`src/rtl/mem_map_pkg.sv`:
```
// Memory map constants and FSM state type
// shared by the bus arbiter and its decoder.
package mem_map_pkg;
   localparam logic [31:0] GPIO_OUT_ADDR = 32'h1001_0024;
   localparam logic [31:0] GPIO_IN_ADDR  = 32'h1001_0028;

   typedef enum logic [1:0] {
      IDLE,
      ACCESS,
      RESP
   } state_t;
endpackage

```
`src/rtl/mem_target_decode.sv`:
```
// Address/direction decode: selects GPIO
// for its two registers, RAM for all else.
import mem_map_pkg::*;

module mem_target_decode #(
   parameter int ADDR_W = 32
) (
   input  logic [ADDR_W-1:0] addr,
   input  logic              we,
   input  logic              re,
   output logic              gpio_sel
);
   logic hit_out;
   logic hit_in;

   assign hit_out  = (addr == ADDR_W'(GPIO_OUT_ADDR));
   assign hit_in   = (addr == ADDR_W'(GPIO_IN_ADDR));
   assign gpio_sel = (hit_out && we) || (hit_in && re);
endmodule

```
`src/rtl/mem_bus_arbiter.sv`:
```
// Two-master round-robin arbiter routing
// single transactions to RAM or GPIO.
import mem_map_pkg::*;

module mem_bus_arbiter #(
   parameter int ADDR_W = 32,
   parameter int DATA_W = 32
) (
   input  logic              clk,
   input  logic              reset,
   input  logic              m0_req_i,
   input  logic              m0_we_i,
   input  logic              m0_re_i,
   input  logic [ADDR_W-1:0] m0_addr_i,
   input  logic [DATA_W-1:0] m0_wdata_i,
   output logic              m0_ack_o,
   output logic [DATA_W-1:0] m0_rdata_o,
   input  logic              m1_req_i,
   input  logic              m1_we_i,
   input  logic              m1_re_i,
   input  logic [ADDR_W-1:0] m1_addr_i,
   input  logic [DATA_W-1:0] m1_wdata_i,
   output logic              m1_ack_o,
   output logic [DATA_W-1:0] m1_rdata_o,
   output logic              ram_we_o,
   output logic              ram_re_o,
   output logic [ADDR_W-1:0] ram_addr_o,
   output logic [DATA_W-1:0] ram_wdata_o,
   input  logic [DATA_W-1:0] ram_rdata_i,
   output logic              gpio_we_o,
   output logic              gpio_re_o,
   output logic [ADDR_W-1:0] gpio_addr_o,
   output logic [DATA_W-1:0] gpio_wdata_o,
   input  logic [DATA_W-1:0] gpio_rdata_i,
   output logic              busy_o,
   output logic              owner_o
);
   state_t            state;
   logic              last_grant;
   logic              gnt;
   logic [ADDR_W-1:0] addr_q;
   logic [DATA_W-1:0] wdata_q;
   logic              we_q;
   logic              re_q;
   logic              gpio_q;

   logic              gnt_next;
   logic [ADDR_W-1:0] sel_addr;
   logic [DATA_W-1:0] sel_wdata;
   logic              sel_we;
   logic              sel_re;
   logic              sel_gpio;
   logic [DATA_W-1:0] rsp_data;

   // Contention goes to the master that was not served last.
   assign gnt_next  = (m0_req_i && m1_req_i) ? ~last_grant : m1_req_i;
   assign sel_addr  = gnt_next ? m1_addr_i  : m0_addr_i;
   assign sel_wdata = gnt_next ? m1_wdata_i : m0_wdata_i;
   assign sel_we    = gnt_next ? m1_we_i    : m0_we_i;
   // A combined write+read request is executed as a write only.
   assign sel_re    = (gnt_next ? m1_re_i : m0_re_i) & ~sel_we;

   mem_target_decode #(
      .ADDR_W(ADDR_W)
   ) u_decode (
      .addr    (sel_addr),
      .we      (sel_we),
      .re      (sel_re),
      .gpio_sel(sel_gpio)
   );

   assign rsp_data = !re_q  ? '0 :
                     gpio_q ? gpio_rdata_i : ram_rdata_i;

   assign ram_addr_o   = addr_q;
   assign ram_wdata_o  = wdata_q;
   assign gpio_addr_o  = addr_q;
   assign gpio_wdata_o = wdata_q;

   always_ff @(posedge clk) begin
      if (reset) begin
         state      <= IDLE;
         last_grant <= 1'b1;
         owner_o    <= 1'b0;
         gnt        <= 1'b0;
         addr_q     <= '0;
         wdata_q    <= '0;
         we_q       <= 1'b0;
         re_q       <= 1'b0;
         gpio_q     <= 1'b0;
         busy_o     <= 1'b0;
         ram_we_o   <= 1'b0;
         ram_re_o   <= 1'b0;
         gpio_we_o  <= 1'b0;
         gpio_re_o  <= 1'b0;
         m0_ack_o   <= 1'b0;
         m1_ack_o   <= 1'b0;
         m0_rdata_o <= '0;
         m1_rdata_o <= '0;
      end else begin
         ram_we_o   <= 1'b0;
         ram_re_o   <= 1'b0;
         gpio_we_o  <= 1'b0;
         gpio_re_o  <= 1'b0;
         m0_ack_o   <= 1'b0;
         m1_ack_o   <= 1'b0;
         m0_rdata_o <= '0;
         m1_rdata_o <= '0;
         unique case (state)
            IDLE: begin
               if (m0_req_i || m1_req_i) begin
                  gnt       <= gnt_next;
                  addr_q    <= sel_addr;
                  wdata_q   <= sel_wdata;
                  we_q      <= sel_we;
                  re_q      <= sel_re;
                  gpio_q    <= sel_gpio;
                  ram_we_o  <= sel_we & ~sel_gpio;
                  ram_re_o  <= sel_re & ~sel_gpio;
                  gpio_we_o <= sel_we & sel_gpio;
                  gpio_re_o <= sel_re & sel_gpio;
                  busy_o    <= 1'b1;
                  state     <= ACCESS;
               end
            end
            ACCESS: begin
               if (gnt) begin
                  m1_ack_o   <= 1'b1;
                  m1_rdata_o <= rsp_data;
               end else begin
                  m0_ack_o   <= 1'b1;
                  m0_rdata_o <= rsp_data;
               end
               last_grant <= gnt;
               owner_o    <= gnt;
               state      <= RESP;
            end
            RESP: begin
               busy_o <= 1'b0;
               state  <= IDLE;
            end
            default: state <= IDLE;
         endcase
      end
   end
endmodule

```
`config.mk`:
```
export PLATFORM = sky130hd
export DESIGN_NAME = mem_bus_arbiter
export DESIGN_NICKNAME = d
export VERILOG_FILES = /design/src/rtl/mem_map_pkg.sv /design/src/rtl/mem_target_decode.sv /design/src/rtl/mem_bus_arbiter.sv
export SDC_FILE = /design/constraint.sdc
export NUM_CORES = 1
export LEC_CHECK = 0
export CAP_MARGIN = 25
export CORE_AREA = 2 2 157 159
export CTS_CLUSTER_DIAMETER = 120
export DETAILED_ROUTE_END_ITERATION = 10
export DIE_AREA = 0 0 159 161
export GPL_ROUTABILITY_DRIVEN = 0
export PLACE_DENSITY = 0.6
export SLEW_MARGIN = 20
export SYNTH_ARGS = -nofsm -noshare
export SYNTH_HDL_FRONTEND = slang
export SYNTH_SLANG_ARGS = --single-unit
```
`constraint.sdc`:
```
create_clock -name clk -period 1.35 [get_ports clk]
set_input_delay 0.27 -clock clk [delete_from_list [all_inputs] [get_ports clk]]
set_output_delay 0.27 -clock clk [all_outputs]
set_load 0.01 [all_outputs]
```
=== Word level (Yosys, flattened, before mapping) ===
Index checks and enable logic that the tools add are counted.

* Register bits after elaboration: 142
* Output and inout bits: 200
* Logic and storage cells: 60

* Eq/ne operators: 5
* Muxes and demuxes: 13
* Bitwise operators: 12
* Reduce and logical (&&, ||, !) cells: 13

{| class="wikitable"
|+ Operator list
! operator !! number
|-
| 32-bit 2-to-1 mux || 4
|-
| 32-bit by 29-bit equality test with 1-bit output, second input constant || 2
|-
| 3-bit OR reduction || 3
|-
| 1-bit inverter || 7
|-
| 1-bit 2-to-1 mux || 6
|-
| 1-bit AND || 5
|-
| 2-bit case mux with 2 select lines || 1
|-
| 2-bit AND reduction || 2
|-
| 1-bit logical AND || 3
|-
| 2-bit by 1-bit equality test with 1-bit output, second input constant || 1
|-
| 2-bit equality test, second input constant || 1
|-
| 2-bit zero test || 1
|-
| 1-bit logical OR || 2
|-
| 2-bit 2-to-1 mux || 1
|-
| 2-bit inequality test, second input constant || 1
|-
| 1-bit case mux with 2 select lines || 1
|-
| 2-bit nonzero test || 1
|-
| 2-bit OR reduction || 1
|}

=== Depth between registers and ports, before layout ===
* Depth after elaboration: 9
* Mapped depth: 6

=== Hierarchy ===
From an unflattened synthesis, not the netlist that was laid out.

* Cells, all modules: 633
* Area total of the unflattened synthesis: 6,525.0 um2

{| class="wikitable"
|+ By module, submodules not included
! module !! times used !! cells each !! area an instance (um2) !! seq. area each (um2)
|-
| mem_bus_arbiter || 1 || 619 || 6,424.9 || 2,842.7
|-
| mem_target_decode || 1 || 14 || 100.1 || 0.0
|}

=== Worst setup path before layout ===
No wires, ideal clock.

* Path kind: reg2reg
* Start: register gpio_q
* End: register m0_rdata_o[3]
* Setup time: 0.127 ns
* Data arrival time: 1.165 ns
* Required time: 1.223 ns
* Path slack: 0.059 ns
* Stages on the path, launching flop included: 6
* Path buffers: 2
* Cell sequence: dfxtp_1 > clkbuf_1 > buf_2 > mux2_2 > nand2_1 > nor2_1

* Cells in the longest elaborated chain, start to end: 2

{| class="wikitable"
|+ RTL lines
! what !! RTL line !! RTL
|-
| from (decl) || mem_bus_arbiter.sv:45 || <nowiki>logic gpio_q;</nowiki>
|-
| from (signal assigned) || mem_bus_arbiter.sv:117 || <nowiki>gpio_q <= sel_gpio;</nowiki>
|-
| 32-bit 2-to-1 mux || mem_bus_arbiter.sv:73 || <nowiki>gpio_q ? gpio_rdata_i : ram_rdata_i;</nowiki>
|-
| 32-bit 2-to-1 mux || mem_bus_arbiter.sv:72 || <nowiki>assign rsp_data = !re_q ? '0 :</nowiki>
|-
| to (signal assigned) || mem_bus_arbiter.sv:132 || <nowiki>m0_rdata_o <= rsp_data;</nowiki>
|-
| to (decl) || mem_bus_arbiter.sv:17 || <nowiki>output logic [DATA_W-1:0] m0_rdata_o,</nowiki>
|}

Every way passes these cells.
A chain may end at the register's enable or synchronous reset.

=== Worst setup path in the final report ===
* Start: input port m1_re_i
* End: register gpio_q

* Cells in the longest elaborated chain, start to end: 4

{| class="wikitable"
|+ RTL lines
! what !! RTL line !! RTL
|-
| from (decl) || mem_bus_arbiter.sv:20 || <nowiki>input logic m1_re_i,</nowiki>
|-
| 1-bit 2-to-1 mux || mem_bus_arbiter.sv:61 || <nowiki>assign sel_re = (gnt_next ? m1_re_i : m0_re_i) & ~sel_we;</nowiki>
|-
| 1-bit AND || mem_bus_arbiter.sv:61 ||
|-
| 1-bit logical AND || mem_target_decode.sv:18 || <nowiki>assign gpio_sel = (hit_out && we) || (hit_in && re);</nowiki>
|-
| 1-bit logical OR || mem_target_decode.sv:18 ||
|}

Every way passes these cells.

==> summary by stage <==
Status
The flow ran to the end, but the final reports show violations. The checks that failed: negative setup slack.

Synth
The fraction of registers with async set or reset after synthesis is 0. Yosys attributes the largest share of cell area to sky130_fd_sc_hd__dfxtp_1, sky130_fd_sc_hd__nand2_1, sky130_fd_sc_hd__buf_4. The number of synthesized flops with an enable pin is 0. Synthesis produced a netlist with a net count of between 900 and 1000. Among all flip-flop cells after synthesis, the most frequent one is sky130_fd_sc_hd__dfxtp_1. The number of distinct library cell variants in the gate-level netlist after synthesis is between 40 and 50. The gate count after technology mapping is about 700. The count of state elements after synthesis is around 140.

The biggest area contributor in the post-synthesis netlist is sky130_fd_sc_hd__dfxtp_1. Of the post-synthesis cell area, the dominant cell type holds 0.465. The count of yosys warnings during synthesis is 0. The cell area that synthesis handed to floorplanning was a little over 0.006 mm2. After synthesis, the mean cell area works out to around 8.6 um2.

For this run, the register share of the synthesized area comes to 0.465.

Routing
The final wirelength is 25700 um. For this run, design rule violations remaining after detail routing come to 0. The routed layout has 6560 vias. For this run, the detailed router's first-pass iteration total came to 5.

The number of nets with antenna violations after routing is 0. The routed length per instance is approximately 18 um. The number of violations reported at the end of detailed-routing iteration 0 is about 280. Using the TritonRoute via totals, the vias-per-cell ratio works out to 4.53.

Run
Across the run, the number of max-cap violations was 0.

Global routing
The initial antenna violation count is 0. The total overflow left after global routing is 0. The largest net degree at the start of global routing is 42.

The first global-routing pass estimated between 30000 and 40000 um of wire. The via count of the first global-routing pass is 6451. In the global route stage, overall resource usage came out at 0.187.

Timing
Headroom to the max-slew limit came out at 0.630. Setup violations remaining at the end of the flow were counted as 22. Timing would allow up to a little under 700 MHz. At the pin with the least slew margin, the transition time is 0.555 ns. Once routing completed, OpenROAD measured the worst setup slack at -0.101 ns. The share of the clock period used by the worst path is 1.08. The number of max-slew violations in the final report is 0. The count of final hold-check violations is 0. Between clock sinks in the finished design, the worst skew comes to between 0.01 and 0.015 ns. The final critical delay including setup and external delays is 1.45 ns. Setup repair after global routing could not meet its margin everywhere.

Place
The post-DP HPWL is roughly 18000 um. The placed cell area is around 0.010 mm2. The count of input and output buffers is around 400. At the placement stage, the worst setup path has a slack of -0.724 ns.

The total instance count after detailed placement is ~1400.

Min path
The min-delay analysis places its worst path in the category input pin to flop. The number of instances on the worst hold path is 3.

Worst setup path
The signal on the critical path passes through clkdlybuf4s50_1, nor4bb_1, nor2_1, a221o_1, o31ai_2. For the worst setup path, the data required time is roughly 1.7 ns. The slowest stage of the critical path is the sky130_fd_sc_hd__clkdlybuf4s50_1 cell. The largest incremental delay on the critical path is 0.49 ns. The total stage count of the critical path is 5. The critical path in this run is classified as input pin to flop. The cell family contributing the most delay on the critical path is compound AO/OA/AOI/OAI gates. Along the worst path, the maximum fanout reaches 2. The startpoint kind of the worst setup timing path is an input pin. The worst setup path is captured at a flop. The sum of buffers and inverters on the critical path is 1. The number of cells on the worst reg-to-reg path is 5. The worst endpoint data arrival time is roughly 1.8 ns.

Floorplanning
The core outline area is roughly 0.024 mm2. The die covers approximately 0.026 mm2. The initial utilization of the core area, before any placement, comes to 0.255. From left edge to right edge, the die measures 159 um. During I/O placement, the number of pins put on the boundary was 400. The die span in y is about 160 um. The number of core rows is between 50 and 60.

CTS
Counting every sink on the clock net gives roughly 140. In this run, CTS created clock tree buffers numbering 17. CTS built an H-tree with a depth of 4. The tree is rooted in a sky130_fd_sc_hd__clkbuf_16. The quantity of hold-fixing buffers added after cts is 0. The insertion delay to the later sink of the worst-skew pair is 0.42 ns. The clock tree from TritonCTS is done. The clock passes through at most 2 buffers.

The clock edge transition at the registers on the reported setup and hold paths is around 0.060 ns.

Cells and area
The non-filler instance count after layout is 1448. In the final layout, the share of cells above drive strength 1 is 0.298. At the end of the flow the core is filled with cells to 0.497. The final layout contains about 1300 nets. The antenna diode count is 0. The area growth from synthesis to layout is 94.9%. The final instance area is 0.0119 mm2.

Power and ir drop
Power spread over the standard cell area amounts to roughly 1100 mW/mm2. Summed over all cells, the static leakage comes to between 5 and 6 nW. The worst-case IR drop observed on VDD is between 0.7 and 0.8 mV. After layout, the design draws a total of approximately 13 mW.
==> worst register-to-register path, cell delays in order, from the launching register on <==
cell and delay [ns]:
sky130_fd_sc_hd__dfxtp_4 0.37, sky130_fd_sc_hd__a21boi_4 0.19, sky130_fd_sc_hd__buf_4 0.15, sky130_fd_sc_hd__nand4_4 0.09, sky130_fd_sc_hd__a221o_1 0.39, sky130_fd_sc_hd__o31ai_2 0.17
==> final cells by class <==
| type | instances | area [um2] |
|---|---|---|
| Fill cell | 2277 | 12000 |
| Timing Repair Buffer | 494 | 5000 |
| Multi-Input combinational cell | 451 | 3000 |
| Sequential cell | 142 | 2900 |
| Clock buffer | 18 | 439 |
| Tap cell | 324 | 405 |
| Clock inverter | 14 | 148 |
| Inverter | 5 | 18.8 |
==> repair_timing <==
action                                  CTS  global route
endpoints found under the setup margin  271           162
resized for setup                       393           198
buffers inserted                         12             6
cloned                                   10             8
pin swaps                                44            34
==> placed cells by master, fill, tap and decap left out, types with 3 or more instances in the layout <==
master,instances
sky130_fd_sc_hd__buf_4,49
sky130_fd_sc_hd__buf_12,14
sky130_fd_sc_hd__dfxtp_4,4
sky130_fd_sc_hd__clkdlybuf4s50_1,169
sky130_fd_sc_hd__inv_1,5
sky130_fd_sc_hd__nor2_4,4
sky130_fd_sc_hd__dlymetal6s2s_1,12
sky130_fd_sc_hd__buf_16,10
sky130_fd_sc_hd__a21oi_1,5
sky130_fd_sc_hd__nor4_4,5
sky130_fd_sc_hd__buf_8,3
sky130_fd_sc_hd__inv_6,7
sky130_fd_sc_hd__dfxtp_2,37
sky130_fd_sc_hd__clkdlybuf4s15_1,75
sky130_fd_sc_hd__buf_6,12
sky130_fd_sc_hd__nand2_4,10
sky130_fd_sc_hd__a311oi_2,22
sky130_fd_sc_hd__clkbuf_16,24
sky130_fd_sc_hd__nand2_2,8
sky130_fd_sc_hd__nand3b_1,4
sky130_fd_sc_hd__nand2_1,149
sky130_fd_sc_hd__dlygate4sd2_1,89
sky130_fd_sc_hd__clkdlybuf4s15_2,13
sky130_fd_sc_hd__o21ai_0,3
sky130_fd_sc_hd__nor2_2,7
sky130_fd_sc_hd__dfxtp_1,101
sky130_fd_sc_hd__a311oi_1,42
sky130_fd_sc_hd__clkbuf_2,39
sky130_fd_sc_hd__nor4_2,3
sky130_fd_sc_hd__nor2_1,120
sky130_fd_sc_hd__mux2_2,32
==> layer usage <==
metal	routed length (um)	track usage
met1	10300	0.219
met2	13100	0.334
met3	1860	0.0568
met4	320	0.0500
met5	0	0
==> sequential cells by signal, summed over array words and instances, names as in the netlist <==
name and count:
state 2, last_grant 1, re_q 1, owner_o 1, gnt 1, m0_rdata_o 32
ram_re_o 1, gpio_wdata_o 32, m1_rdata_o 32, gpio_re_o 1, ram_we_o 1, gpio_q 1
gpio_we_o 1, m1_ack_o 1, gpio_addr_o 32, busy_o 1, m0_ack_o 1
==> Yosys cell counts (4+ instances only) <==
| cell type | n |
|---|---|
| sky130_fd_sc_hd__dfxtp_1 | 142 |
| sky130_fd_sc_hd__buf_1 | 4 |
| sky130_fd_sc_hd__a21oi_1 | 5 |
| sky130_fd_sc_hd__a311oi_1 | 64 |
| sky130_fd_sc_hd__buf_2 | 18 |
| sky130_fd_sc_hd__nor2_1 | 131 |
| sky130_fd_sc_hd__nor4_1 | 6 |
| sky130_fd_sc_hd__mux2_2 | 32 |
| sky130_fd_sc_hd__buf_4 | 75 |
| sky130_fd_sc_hd__nand3b_1 | 4 |
| sky130_fd_sc_hd__nand2_1 | 167 |
| sky130_fd_sc_hd__clkbuf_1 | 17 |
| sky130_fd_sc_hd__inv_1 | 5 |
==> through the flow <==
stage                     hold WS, ns  TNS [ns]
after floorplan                 0.429         0
after global placement          0.449    -39.04
after detailed placement        0.455    -42.47
after CTS                       0.198     -2.60
after global routing            0.179     -4.48
final                           0.178    -0.834
==> final timing paths <==
check	slack, ns	endpoint	start
worst max-delay path	-0.10	gpio_q	m1_re_i
worst min register to register	0.47	owner_o	owner_o
worst min-delay path	0.18	gpio_addr_o[28]	m1_addr_i[28]
worst max register to register	-0.08	gpio_q	last_grant
==> logic make-up after synthesis <==
kind of cell,synth area share
buffers and inverters,0.128
DFF,0.465
and+or+nand+nor,0.231
AOI/OAI and AO/OA,0.115
muxes,0.0606
==> power breakdown <==
part | internal (mW) | switching (mW) | leakage, nW
sequential | 4.48 | 0.262 | 1.17
clock | 2.66 | 2.08 | 0.284
combinational | 1.89 | 1.44 | 3.71
total | 9.02 | 3.78 | 5.16
(Power assumes the default switching activity.)
